==> config.mk <==
export PLATFORM = sky130hd
export DESIGN_NAME = mem_port_arbiter_flat
export DESIGN_NICKNAME = d
export VERILOG_FILES = /design/src/rtl/mem_port_arbiter_if.sv /design/src/rtl/mem_port_arbiter.sv /design/src/flat_wrapper.sv
export SDC_FILE = /design/constraint.sdc
export NUM_CORES = 1
export LEC_CHECK = 0
export CORE_MARGIN = 4
export CORE_UTILIZATION = 30
export CTS_CLUSTER_DIAMETER = 100
export CTS_CLUSTER_SIZE = 10
export DETAILED_ROUTE_END_ITERATION = 6
export SLEW_MARGIN = 20
export SYNTH_ARGS = -nofsm -noshare
export SYNTH_HDL_FRONTEND = slang
export SYNTH_SLANG_ARGS = --single-unit
==> constraint.sdc <==
create_clock -name clk -period 2.8 [get_ports clk]
set_input_delay 0.56 -clock clk [delete_from_list [all_inputs] [get_ports clk]]
set_output_delay 0.56 -clock clk [all_outputs]
set_load 0.01 [all_outputs]
==> src/rtl/mem_port_arbiter_if.sv <==
`default_nettype none
// +--------------------------------------------------------------------------+
// | mem_port_arbiter_if                                                      |
// | Fetch, data, memory and stall signals of the shared memory port arbiter. |
// | Rev 1.0 - initial release                                                |
// +--------------------------------------------------------------------------+
interface mem_port_arbiter_if #(
   parameter int ADDR_W = 32,
   parameter int DATA_W = 32
);
   logic              if_req;
   logic [ADDR_W-1:0] if_addr;
   logic              if_flush;
   logic [DATA_W-1:0] if_rdata;
   logic              if_valid;

   logic              d_req;
   logic              d_we;
   logic [ADDR_W-1:0] d_addr;
   logic [DATA_W-1:0] d_wdata;
   logic [DATA_W-1:0] d_rdata;
   logic              d_valid;

   logic              m_req;
   logic              m_we;
   logic [ADDR_W-1:0] m_addr;
   logic [DATA_W-1:0] m_wdata;
   logic              m_ack;
   logic [DATA_W-1:0] m_rdata;

   logic              stall_if;
   logic              stall_mem;

   // master: the arbiter itself; slave: the core/memory environment around it
   modport master (
      input  if_req, if_addr, if_flush,
      input  d_req, d_we, d_addr, d_wdata,
      input  m_ack, m_rdata,
      output if_rdata, if_valid, d_rdata, d_valid,
      output m_req, m_we, m_addr, m_wdata,
      output stall_if, stall_mem
   );

   modport slave (
      output if_req, if_addr, if_flush,
      output d_req, d_we, d_addr, d_wdata,
      output m_ack, m_rdata,
      input  if_rdata, if_valid, d_rdata, d_valid,
      input  m_req, m_we, m_addr, m_wdata,
      input  stall_if, stall_mem
   );
endinterface
`default_nettype wire

==> src/rtl/mem_port_arbiter.sv <==
`default_nettype none
// +--------------------------------------------------------------------------+
// | mem_port_arbiter                                                         |
// | Shares one single-ported memory between fetch and data access, one       |
// | transaction at a time. Optional fetch starvation guard:                  |
// | MEM_ARB_STARVE_GUARD_EN.                                                 |
// | Rev 1.0 - initial release                                                |
// +--------------------------------------------------------------------------+
module mem_port_arbiter #(
   parameter int ADDR_W     = 32,
   parameter int DATA_W     = 32,
   parameter int STARVE_MAX = 4
) (
   input  wire logic           clk,
   input  wire logic           rst,
   mem_port_arbiter_if.master  bus
);

   typedef enum logic [1:0] {
      IDLE  = 2'd0,
      FETCH = 2'd1,
      DATA  = 2'd2
   } state_t;

   state_t            r_state;
   state_t            w_state_nxt;
   logic              r_m_req;
   logic              r_m_we;
   logic [ADDR_W-1:0] r_m_addr;
   logic [DATA_W-1:0] r_m_wdata;
   logic [DATA_W-1:0] r_if_rdata;
   logic [DATA_W-1:0] r_d_rdata;
   logic              r_if_valid;
   logic              r_d_valid;
   logic              r_cpl;
   logic              r_drop;
   logic              w_grant_d;
   logic              w_grant_f;
   logic              w_ack;
   logic              w_force_f;

`ifdef MEM_ARB_STARVE_GUARD_EN
   localparam logic [2:0] c_STARVE_MAX = 3'(STARVE_MAX);

   logic [2:0] r_starve;

   assign w_force_f = (r_starve == c_STARVE_MAX) && bus.if_req && !bus.if_flush;

   always_ff @(posedge clk or negedge rst) begin
      if (!rst) begin
         r_starve <= 3'd0;
      end else if (!bus.if_req || w_grant_f) begin
         r_starve <= 3'd0;
      end else if (w_grant_d && !bus.if_flush && (r_starve != 3'd7)) begin
         r_starve <= r_starve + 3'd1;
      end
   end
`else
   assign w_force_f = 1'b0;

   // The limit only matters to the guard; the counter could never reach beyond 7.
   if (STARVE_MAX > 7) begin : g_starve_max_unreachable
   end
`endif

   // The cycle after an ack never grants: requesters still show the old req until they see valid.
   always_comb begin
      w_state_nxt = r_state;
      w_grant_d   = 1'b0;
      w_grant_f   = 1'b0;
      w_ack       = 1'b0;
      case (r_state)
         IDLE: begin
            if (!r_cpl) begin
               if (bus.d_req && !w_force_f) begin
                  w_grant_d   = 1'b1;
                  w_state_nxt = DATA;
               end else if (bus.if_req && !bus.if_flush) begin
                  w_grant_f   = 1'b1;
                  w_state_nxt = FETCH;
               end
            end
         end
         FETCH, DATA: begin
            if (bus.m_ack) begin
               w_ack       = 1'b1;
               w_state_nxt = IDLE;
            end
         end
         default: w_state_nxt = IDLE;
      endcase
   end

   always_ff @(posedge clk or negedge rst) begin
      if (!rst) begin
         r_state    <= IDLE;
         r_m_req    <= 1'b0;
         r_m_we     <= 1'b0;
         r_m_addr   <= '0;
         r_m_wdata  <= '0;
         r_if_rdata <= '0;
         r_d_rdata  <= '0;
         r_if_valid <= 1'b0;
         r_d_valid  <= 1'b0;
         r_cpl      <= 1'b0;
         r_drop     <= 1'b0;
      end else begin
         r_state    <= w_state_nxt;
         r_if_valid <= 1'b0;
         r_d_valid  <= 1'b0;
         r_cpl      <= w_ack;

         if (w_grant_d) begin
            r_m_req   <= 1'b1;
            r_m_we    <= bus.d_we;
            r_m_addr  <= bus.d_addr;
            r_m_wdata <= bus.d_wdata;
         end else if (w_grant_f) begin
            r_m_req   <= 1'b1;
            r_m_we    <= 1'b0;
            r_m_addr  <= bus.if_addr;
            r_m_wdata <= '0;
         end else if (w_ack) begin
            r_m_req   <= 1'b0;
         end

         if (r_state == FETCH) begin
            if (w_ack) begin
               r_drop <= 1'b0;
               if (!(r_drop || bus.if_flush)) begin
                  r_if_valid <= 1'b1;
                  r_if_rdata <= bus.m_rdata;
               end
            end else if (bus.if_flush) begin
               r_drop <= 1'b1;
            end
         end

         if ((r_state == DATA) && w_ack) begin
            r_d_valid <= 1'b1;
            if (!r_m_we) begin
               r_d_rdata <= bus.m_rdata;
            end
         end
      end
   end

   assign bus.m_req     = r_m_req;
   assign bus.m_we      = r_m_we;
   assign bus.m_addr    = r_m_addr;
   assign bus.m_wdata   = r_m_wdata;
   assign bus.if_rdata  = r_if_rdata;
   assign bus.if_valid  = r_if_valid;
   assign bus.d_rdata   = r_d_rdata;
   assign bus.d_valid   = r_d_valid;
   assign bus.stall_if  = bus.if_req & ~r_if_valid;
   assign bus.stall_mem = bus.d_req & ~r_d_valid;

endmodule
`default_nettype wire

==> src/flat_wrapper.sv <==
// flat-port wrapper written by rule: the top's interface ports become plain ports
module mem_port_arbiter_flat 
#(
   parameter int ADDR_W     = 32,
   parameter int DATA_W     = 32,
   parameter int STARVE_MAX = 4
)
  (clk, rst, bus_if_req, bus_if_addr, bus_if_flush, bus_d_req, bus_d_we, bus_d_addr, bus_d_wdata, bus_m_ack, bus_m_rdata, bus_if_rdata, bus_if_valid, bus_d_rdata, bus_d_valid, bus_m_req, bus_m_we, bus_m_addr, bus_m_wdata, bus_stall_if, bus_stall_mem);
  mem_port_arbiter_if #(.ADDR_W(ADDR_W), .DATA_W(DATA_W)) bus_i ();
  input  wire logic clk;
  input  wire logic rst;
  input wire logic [$bits(bus_i.if_req)-1:0] bus_if_req;
  input wire logic [$bits(bus_i.if_addr)-1:0] bus_if_addr;
  input wire logic [$bits(bus_i.if_flush)-1:0] bus_if_flush;
  input wire logic [$bits(bus_i.d_req)-1:0] bus_d_req;
  input wire logic [$bits(bus_i.d_we)-1:0] bus_d_we;
  input wire logic [$bits(bus_i.d_addr)-1:0] bus_d_addr;
  input wire logic [$bits(bus_i.d_wdata)-1:0] bus_d_wdata;
  input wire logic [$bits(bus_i.m_ack)-1:0] bus_m_ack;
  input wire logic [$bits(bus_i.m_rdata)-1:0] bus_m_rdata;
  output wire logic [$bits(bus_i.if_rdata)-1:0] bus_if_rdata;
  output wire logic [$bits(bus_i.if_valid)-1:0] bus_if_valid;
  output wire logic [$bits(bus_i.d_rdata)-1:0] bus_d_rdata;
  output wire logic [$bits(bus_i.d_valid)-1:0] bus_d_valid;
  output wire logic [$bits(bus_i.m_req)-1:0] bus_m_req;
  output wire logic [$bits(bus_i.m_we)-1:0] bus_m_we;
  output wire logic [$bits(bus_i.m_addr)-1:0] bus_m_addr;
  output wire logic [$bits(bus_i.m_wdata)-1:0] bus_m_wdata;
  output wire logic [$bits(bus_i.stall_if)-1:0] bus_stall_if;
  output wire logic [$bits(bus_i.stall_mem)-1:0] bus_stall_mem;
  assign bus_i.if_req = bus_if_req;
  assign bus_i.if_addr = bus_if_addr;
  assign bus_i.if_flush = bus_if_flush;
  assign bus_i.d_req = bus_d_req;
  assign bus_i.d_we = bus_d_we;
  assign bus_i.d_addr = bus_d_addr;
  assign bus_i.d_wdata = bus_d_wdata;
  assign bus_i.m_ack = bus_m_ack;
  assign bus_i.m_rdata = bus_m_rdata;
  assign bus_if_rdata = bus_i.if_rdata;
  assign bus_if_valid = bus_i.if_valid;
  assign bus_d_rdata = bus_i.d_rdata;
  assign bus_d_valid = bus_i.d_valid;
  assign bus_m_req = bus_i.m_req;
  assign bus_m_we = bus_i.m_we;
  assign bus_m_addr = bus_i.m_addr;
  assign bus_m_wdata = bus_i.m_wdata;
  assign bus_stall_if = bus_i.stall_if;
  assign bus_stall_mem = bus_i.stall_mem;
  mem_port_arbiter #(.ADDR_W(ADDR_W), .DATA_W(DATA_W), .STARVE_MAX(STARVE_MAX)) u_core (.clk(clk), .rst(rst), .bus(bus_i));
endmodule
==> impl_metrics.yaml, run 1 <==
yosys:
  synth_warnings: 0
  synth_edf_count: 0
  ys_seq_elements: 136
  yosysSeqAreaShare_pct: 61.2
  synth_largest_area_cell: "dfrtp_1"
  synthCells: 394
  synthArstFlopShare_pct: 100
  synth_common_cells: "dfrtp_1, mux2_2, a22o_1, a2bb2oi_1, nor2_1"
  avgSynthCellArea_sq_um: 14.1
  yosysMostFrequentCell: "dfrtp_1"
  synthTopCellsByArea: "dfrtp_1, mux2_2, o221a_1, a22o_1, a2bb2oi_1"
  netlist.area_leader.share_pct: 61.2
  netlist_area_sq_um: 5560
  ys_types: 28
  synth-main-ff-cell: "dfrtp_1"
  syn-num-nets: 532
cts:
  clk_latency_ns: 0.41
  cts.sinks: 136
  cts_resized: 0
  cts_made_buffers: 17
  clk_pin_slew_worst_paths_ns: 0.06
  cts_htree_levels: 4
  root_buffer: "clkbuf_16"
  post_cts.repair.setup_buffers: 0
  hold_buffers: 0
  cts_buffer_depth: 2
  cts_tree: "built"
critical_path:
  crit_fanout: 3
  worstSetupPathType: "primary input to output port"
  end_kind: "output port"
  cp_num_buf_inv: 2
  arrival_ns: 1.81
  r2r_end: "u_core.bus.m_wdata[11]$_DFFE_PN0P_"
  r2r_start: "u_core.r_state[1]$_DFFE_PN0P_"
  cp.required_ns: 2.24
  crit_path_top_delay_cell: "clkdlybuf4s50_1"
  reg2regPathDepth: 6
  crit_top_cell: "clkdlybuf4s50_1"
  cp_top_family: "buffers and inverters"
  r2r_slack_ns: 0.65
  crit_path_cell_trace: "clkdlybuf4s50_1, nor2b_1, clkdlybuf4s50_1"
  startpoint_type: "primary input"
  max_stage_delay_ns: 0.54
detailed_routing:
  drt_first_iter_violations: 214
  avgViaCountPerCell: 4.95
  routedWlPerCell_um: 19.4
  vias: 4478
  top_layer_used: "met4"
  drt-total-wl_um: 17600
  final_antenna_net_count: 0
  met2WireLength_um: 8250
  route.detailed.drc: 0
  wl_met1_um: 7170
  drt-pass1-iter-count: 4
  wl_met3_um: 1910
sta:
  finalCritPeriodShare_pct: 84.5
  worst_pin_slew_ns: 0.848
  skew_ns: 0.0106
  rsz0062_at_grt: "no"
  setup_viol: 0
  fmax_mhz: 423
  min_period_ns: 2.37
  slew_headroom_pct: 43.5
  finalHoldViolCount: 0
  fin_setup_tns_ns: 0
  slew_violations: 0
grt:
  antenna_found_initial: 0
  grt_max_degree: 62
  grt_pass1_wl_um: 26600
  grt_usage_pct: 16.4
  overflow: 0
  first_global_vias: 4715
finish:
  fin_cells: 904
  area_growth_pct: 63.6
  antenna_cells: 0
  fin_nets: 800
  fill_cells: 1591
  drive_above_1_share_pct: 16.4
power:
  power_per_cell_area_nw_per_um2: 1160
  ir_worst_vdd_v: 0.000447
  leakage_nw: 3.87
die:
  rows: 49
  die-area_sq_um: 20800
  die_width_um: 144
  start_util_pct: 30.8
  io_pins: 269
  dieHeight_um: 144
  core_sq_um: 18100
place:
  dp_hpwl_um: 12400
  gp_congestion: 0.738
  placedCellCount: 872
  portBuffers: 268
run_status:
  run_status: "completed"
hold_path:
  hold_path_class: "primary input to asynchronous set/reset pin"
flow_run:
  maxCapViolCount: 0
[layout by cell type (no fill, tap or decap), drive strengths merged]
master / instances
a21oi: 3
bufinv: 2
dfrtp: 136
nand2: 5
and2: 2
nor2: 31
ha: 3
a221o: 1
nand2b: 4
a2bb2oi: 31
a22o: 33
o21ai: 2
clkinv: 4
clkinvlp: 4
or3: 1
nor4: 1
o211ai: 2
o221a: 31
nor4b: 1
clkdlybuf4s50: 267
inv: 7
buf: 15
or4: 1
mux2: 64
clkbuf: 19
nor2b: 5
[sequential cells by signal, summed over array words and instances (netlist names)]
name and count:
u_core.r_drop 1, u_core.bus.d_rdata 32, u_core.bus.m_req 1, u_core.bus.d_valid 1, u_core.bus.if_rdata 32, u_core.r_cpl 1, u_core.bus.if_valid 1, u_core.bus.m_addr 32
u_core.r_state 2, u_core.bus.m_wdata 32, u_core.bus.m_we 1
[final cells by class]
class	count	area, sq um	share of cell area (%)
Sequential cell	136	3400	37.4
Timing Repair Buffer	282	2830	31.1
Multi-Input combinational cell	221	1980	21.8
Clock buffer	19	443	4.87
Tap cell	229	287	3.15
Clock inverter	13	146	1.61
Inverter	4	15.0	0.165
[worst max path at each step]
stage               depth (start not counted)                           to       start  slack (ns)
finish                                      3                 bus_stall_if  bus_if_req        0.43
floorplan                                   3                bus_stall_mem   bus_d_req        0.90
global route                                3                bus_stall_mem   bus_d_req        0.37
CTS                                         3                 bus_stall_if  bus_if_req        0.43
global placement                            3                 bus_stall_if  bus_if_req        0.44
detailed placement                          4  u_core.bus.m_we$_DFFE_PN0P_   bus_d_req        0.42
[metrics by stage]
step	setup WS (ns)	area [sq um]	power, mW	hold WS (ns)	utilization (%)
3_5_place_dp	0.424	8510	8.36	0.471	47.1
5_1_grt	0.373	9100	11.1	0.173	50.3
3_3_place_gp	0.440	8510	8.23	0.468	47.1
4_1_cts	0.429	9100	10.7	0.142	50.3
6_report	0.434	9100	10.5	0.128	50.3
2_1_floorplan	0.902	5560	5.72	0.264	-
[power by group]
| part | switching, mW | leakage, nW | internal [mW] |
|---|---|---|---|
| Sequential | 0.587 | 1.69 | 2.91 |
| Clock | 0.878 | 0.278 | 1.35 |
| Combinational | 1.86 | 1.90 | 2.93 |
| Total | 3.32 | 3.87 | 7.19 |
[metal layers]
layer,vias to the layer above,track usage [%]
met2,217,25.6
met1,2222,20.7
met4,0,5.25
met3,17,6.91
met5,-,0
li1,2022,-
[kinds of logic (layout without fill, tap and decap cells)]
family          count (synthesis)  count (layout)  share of synthesized area, %
compound gates                103             103                          17.2
mux                            64              64                          13.0
flops                         136             136                          61.2
buf+inv                        37             318                          3.37
simple gates                   51              51                          4.59
fa+ha+maj                       3               3                         0.675
Power figures use the tool's default switching activity.
==> run 2: changes to the inputs <==
==> constraint.sdc (replaced) <==
create_clock -name clk -period 2 [get_ports clk]
set_input_delay 0.4 -clock clk [delete_from_list [all_inputs] [get_ports clk]]
set_output_delay 0.4 -clock clk [all_outputs]
set_load 0.01 [all_outputs]
==> run 2 against run 1 <==
Clock skew shrank 0.0040 ns. Cell count grew 1.4%. Clock-buffer cell count shrank 1. Sequential power grew 40%. Flip-flop and latch count is the same. Worst hold slack gained 0.35 ns. Via count shrank 0.27%. Cell area grew 1.6%. Total power grew 40%. Sequential share of layout area shrank 0.58 points. Routed wire length shrank 0.61%. Non-clock buffer count grew 13.
==> impl_metrics.yaml, run 2 (synthesis gave the netlist of run 1 again) <==
run_status:
  run_status: "completed"
finish:
  drive_above_1_share_pct: 18.2
  finish.utilization_pct: 51.1
  fill_cells: 1586
  area_growth_pct: 66.2
  layout_common_cells: "clkdlybuf4s50_1, dfrtp_1, mux2_2"
  antenna_cells: 0
  fin_nets: 813
  fin_cells: 917
  layout_commonest_cell: "clkdlybuf4s50_1"
sta:
  finalHoldViolCount: 0
  rsz0062_at_grt: "no"
  fmax_mhz: 531
  skew_ns: 0.00659
  whs_ns: 0.474
  slew_violations: 0
  min_period_ns: 1.88
  slew_headroom_pct: 68.5
  setup_viol: 0
  finalCritPeriodShare_pct: 94.2
  worst_pin_slew_ns: 0.473
detailed_routing:
  drt_first_iter_violations: 177
  vias: 4466
  drt-total-wl_um: 17500
  route.detailed.drc: 0
  drt-pass1-iter-count: 4
  routedWlPerCell_um: 19.1
  avgViaCountPerCell: 4.87
  final_antenna_net_count: 0
power:
  leakage_nw: 3.95
  p_total_mw: 14.7
  power_per_cell_area_nw_per_um2: 1590
  ir_worst_vdd_v: 0.000644
grt:
  first_global_vias: 4909
  grt_pass1_wl_um: 26200
  overflow: 0
  grt_max_degree: 45
  grt_usage_pct: 16.2
  antenna_found_initial: 0
die:
  io_pins: 269
  core_sq_um: 18100
  rows: 49
  die-area_sq_um: 20800
  die_width_um: 144
  dieHeight_um: 144
  start_util_pct: 30.8
critical_path:
  cp_top_family: "buffers and inverters"
  r2r_start: "u_core.r_state[1]$_DFFE_PN0P_"
  crit_fanout: 16
  startpoint_type: "flop"
  worstSetupStartpoint: "u_core.r_state[1]$_DFFE_PN0P_"
  crit_path_top_delay_cell: "dfrtp_1"
  arrival_ns: 2.18
  end_kind: "flop"
  cp.required_ns: 2.29
  cp_num_buf_inv: 3
  worstSetupPathType: "flop to flop"
  crit_path_cell_trace: "inv_1, ha_4, nand2_2, nor4b_4, buf_4, clkbuf_16, mux2_2"
  max_stage_delay_ns: 0.37
cts:
  clk_latency_ns: 0.41
  cts_tree: "built"
  cts_htree_levels: 4
  cts_buffer_depth: 2
  clk_pin_slew_worst_paths_ns: 0.06
  cts.sinks: 136
  cts_made_buffers: 17
  root_buffer: "clkbuf_16"
place:
  gp_congestion: 0.816
  placedCellCount: 881
  portBuffers: 268
  dp_hpwl_um: 12700
flow_run:
  maxCapViolCount: 0
hold_path:
  hold_start: "u_core.bus.m_req$_DFFE_PN0P_"
  hold_path_class: "flop to flop"
[run 2: changes by cell type in the layout (fill, tap and decap cells not counted), sizes merged]
| cell | change |
|---|---|
| buf | +11 |
| clkdlybuf4s50 | -2 |
| clkinv | +2 |
| dlygate4sd2 | +2 |
| bufinv | -1 |
| dlygate4sd3 | +1 |
[run 2: cell type report]
class	instances	area, sq um	share of cell area [%]
Multi-Input combinational cell	221	2000	21.6
Inverter	4	15.0	0.162
Sequential cell	136	3400	36.8
Clock buffer	18	429	4.64
Tap cell	229	287	3.10
Timing Repair Buffer	295	2990	32.4
Clock inverter	14	124	1.34
[run 2: layer usage]
metal | part of all wire (%) | vias to the layer above | wire length [um] | GRT usage, %
met5 | 0 | - | 0 | 0
met4 | 2.6 | 0 | 459 | 6.38
met3 | 9.6 | 32 | 1690 | 6.25
met2 | 49 | 199 | 8480 | 26.6
met1 | 39 | 2183 | 6850 | 19.3
li1 | - | 2052 | - | -
[run 2: path summary, 6_finish.rpt]
kind	end	slack, ns	cells after the start
max in group asynchronous	u_core.bus.if_rdata[20]$_DFFE_PN0P_	0.90	3
setup / recovery	u_core.bus.if_rdata[17]$_DFFE_PN0P_	0.12	7
min in group asynchronous	u_core.bus.m_addr[24]$_DFFE_PN0P_	0.50	2
hold reg to reg	u_core.bus.m_req$_DFFE_PN0P_	0.47	2
hold / removal	u_core.bus.m_req$_DFFE_PN0P_	0.47	2
setup reg to reg	u_core.bus.if_rdata[17]$_DFFE_PN0P_	0.12	7
[run 2: power breakdown]
group | total [mW] | switching [mW] | internal, mW | leakage (nW)
sequential | 4.90 | 0.822 | 4.08 | 1.69
combinational | 6.85 | 2.60 | 4.25 | 1.99
clock | 2.94 | 1.22 | 1.71 | 0.263
[run 2: per-stage QoR]
step,setup slack (ns),TNS (ns),area (sq um)
after global placement,-0.103,-5.68,8630
final,0.115,0,9250
after CTS,0.0601,0,9190
after detailed placement,-0.126,-6.35,8630
after floorplan,0.151,0,5560
after global routing,0.0166,0,9250
[run 2: worst register-to-register path, stage by stage (launching register included)]
cell       delay [ns]
dfrtp_1          0.37
inv_1            0.09
ha_4             0.28
nand2_2          0.07
nor4b_4          0.25
buf_4            0.18
clkbuf_16        0.19
mux2_2           0.35
[run 2: what timing repair did]
item,in CTS,in global routing
endpoints found under the hold margin,40,0
resized for setup,2,2
setup buffers,0,2
endpoints found under the setup margin,2,32
cloned,0,1
hold buffers,1,0
pin swaps,0,1
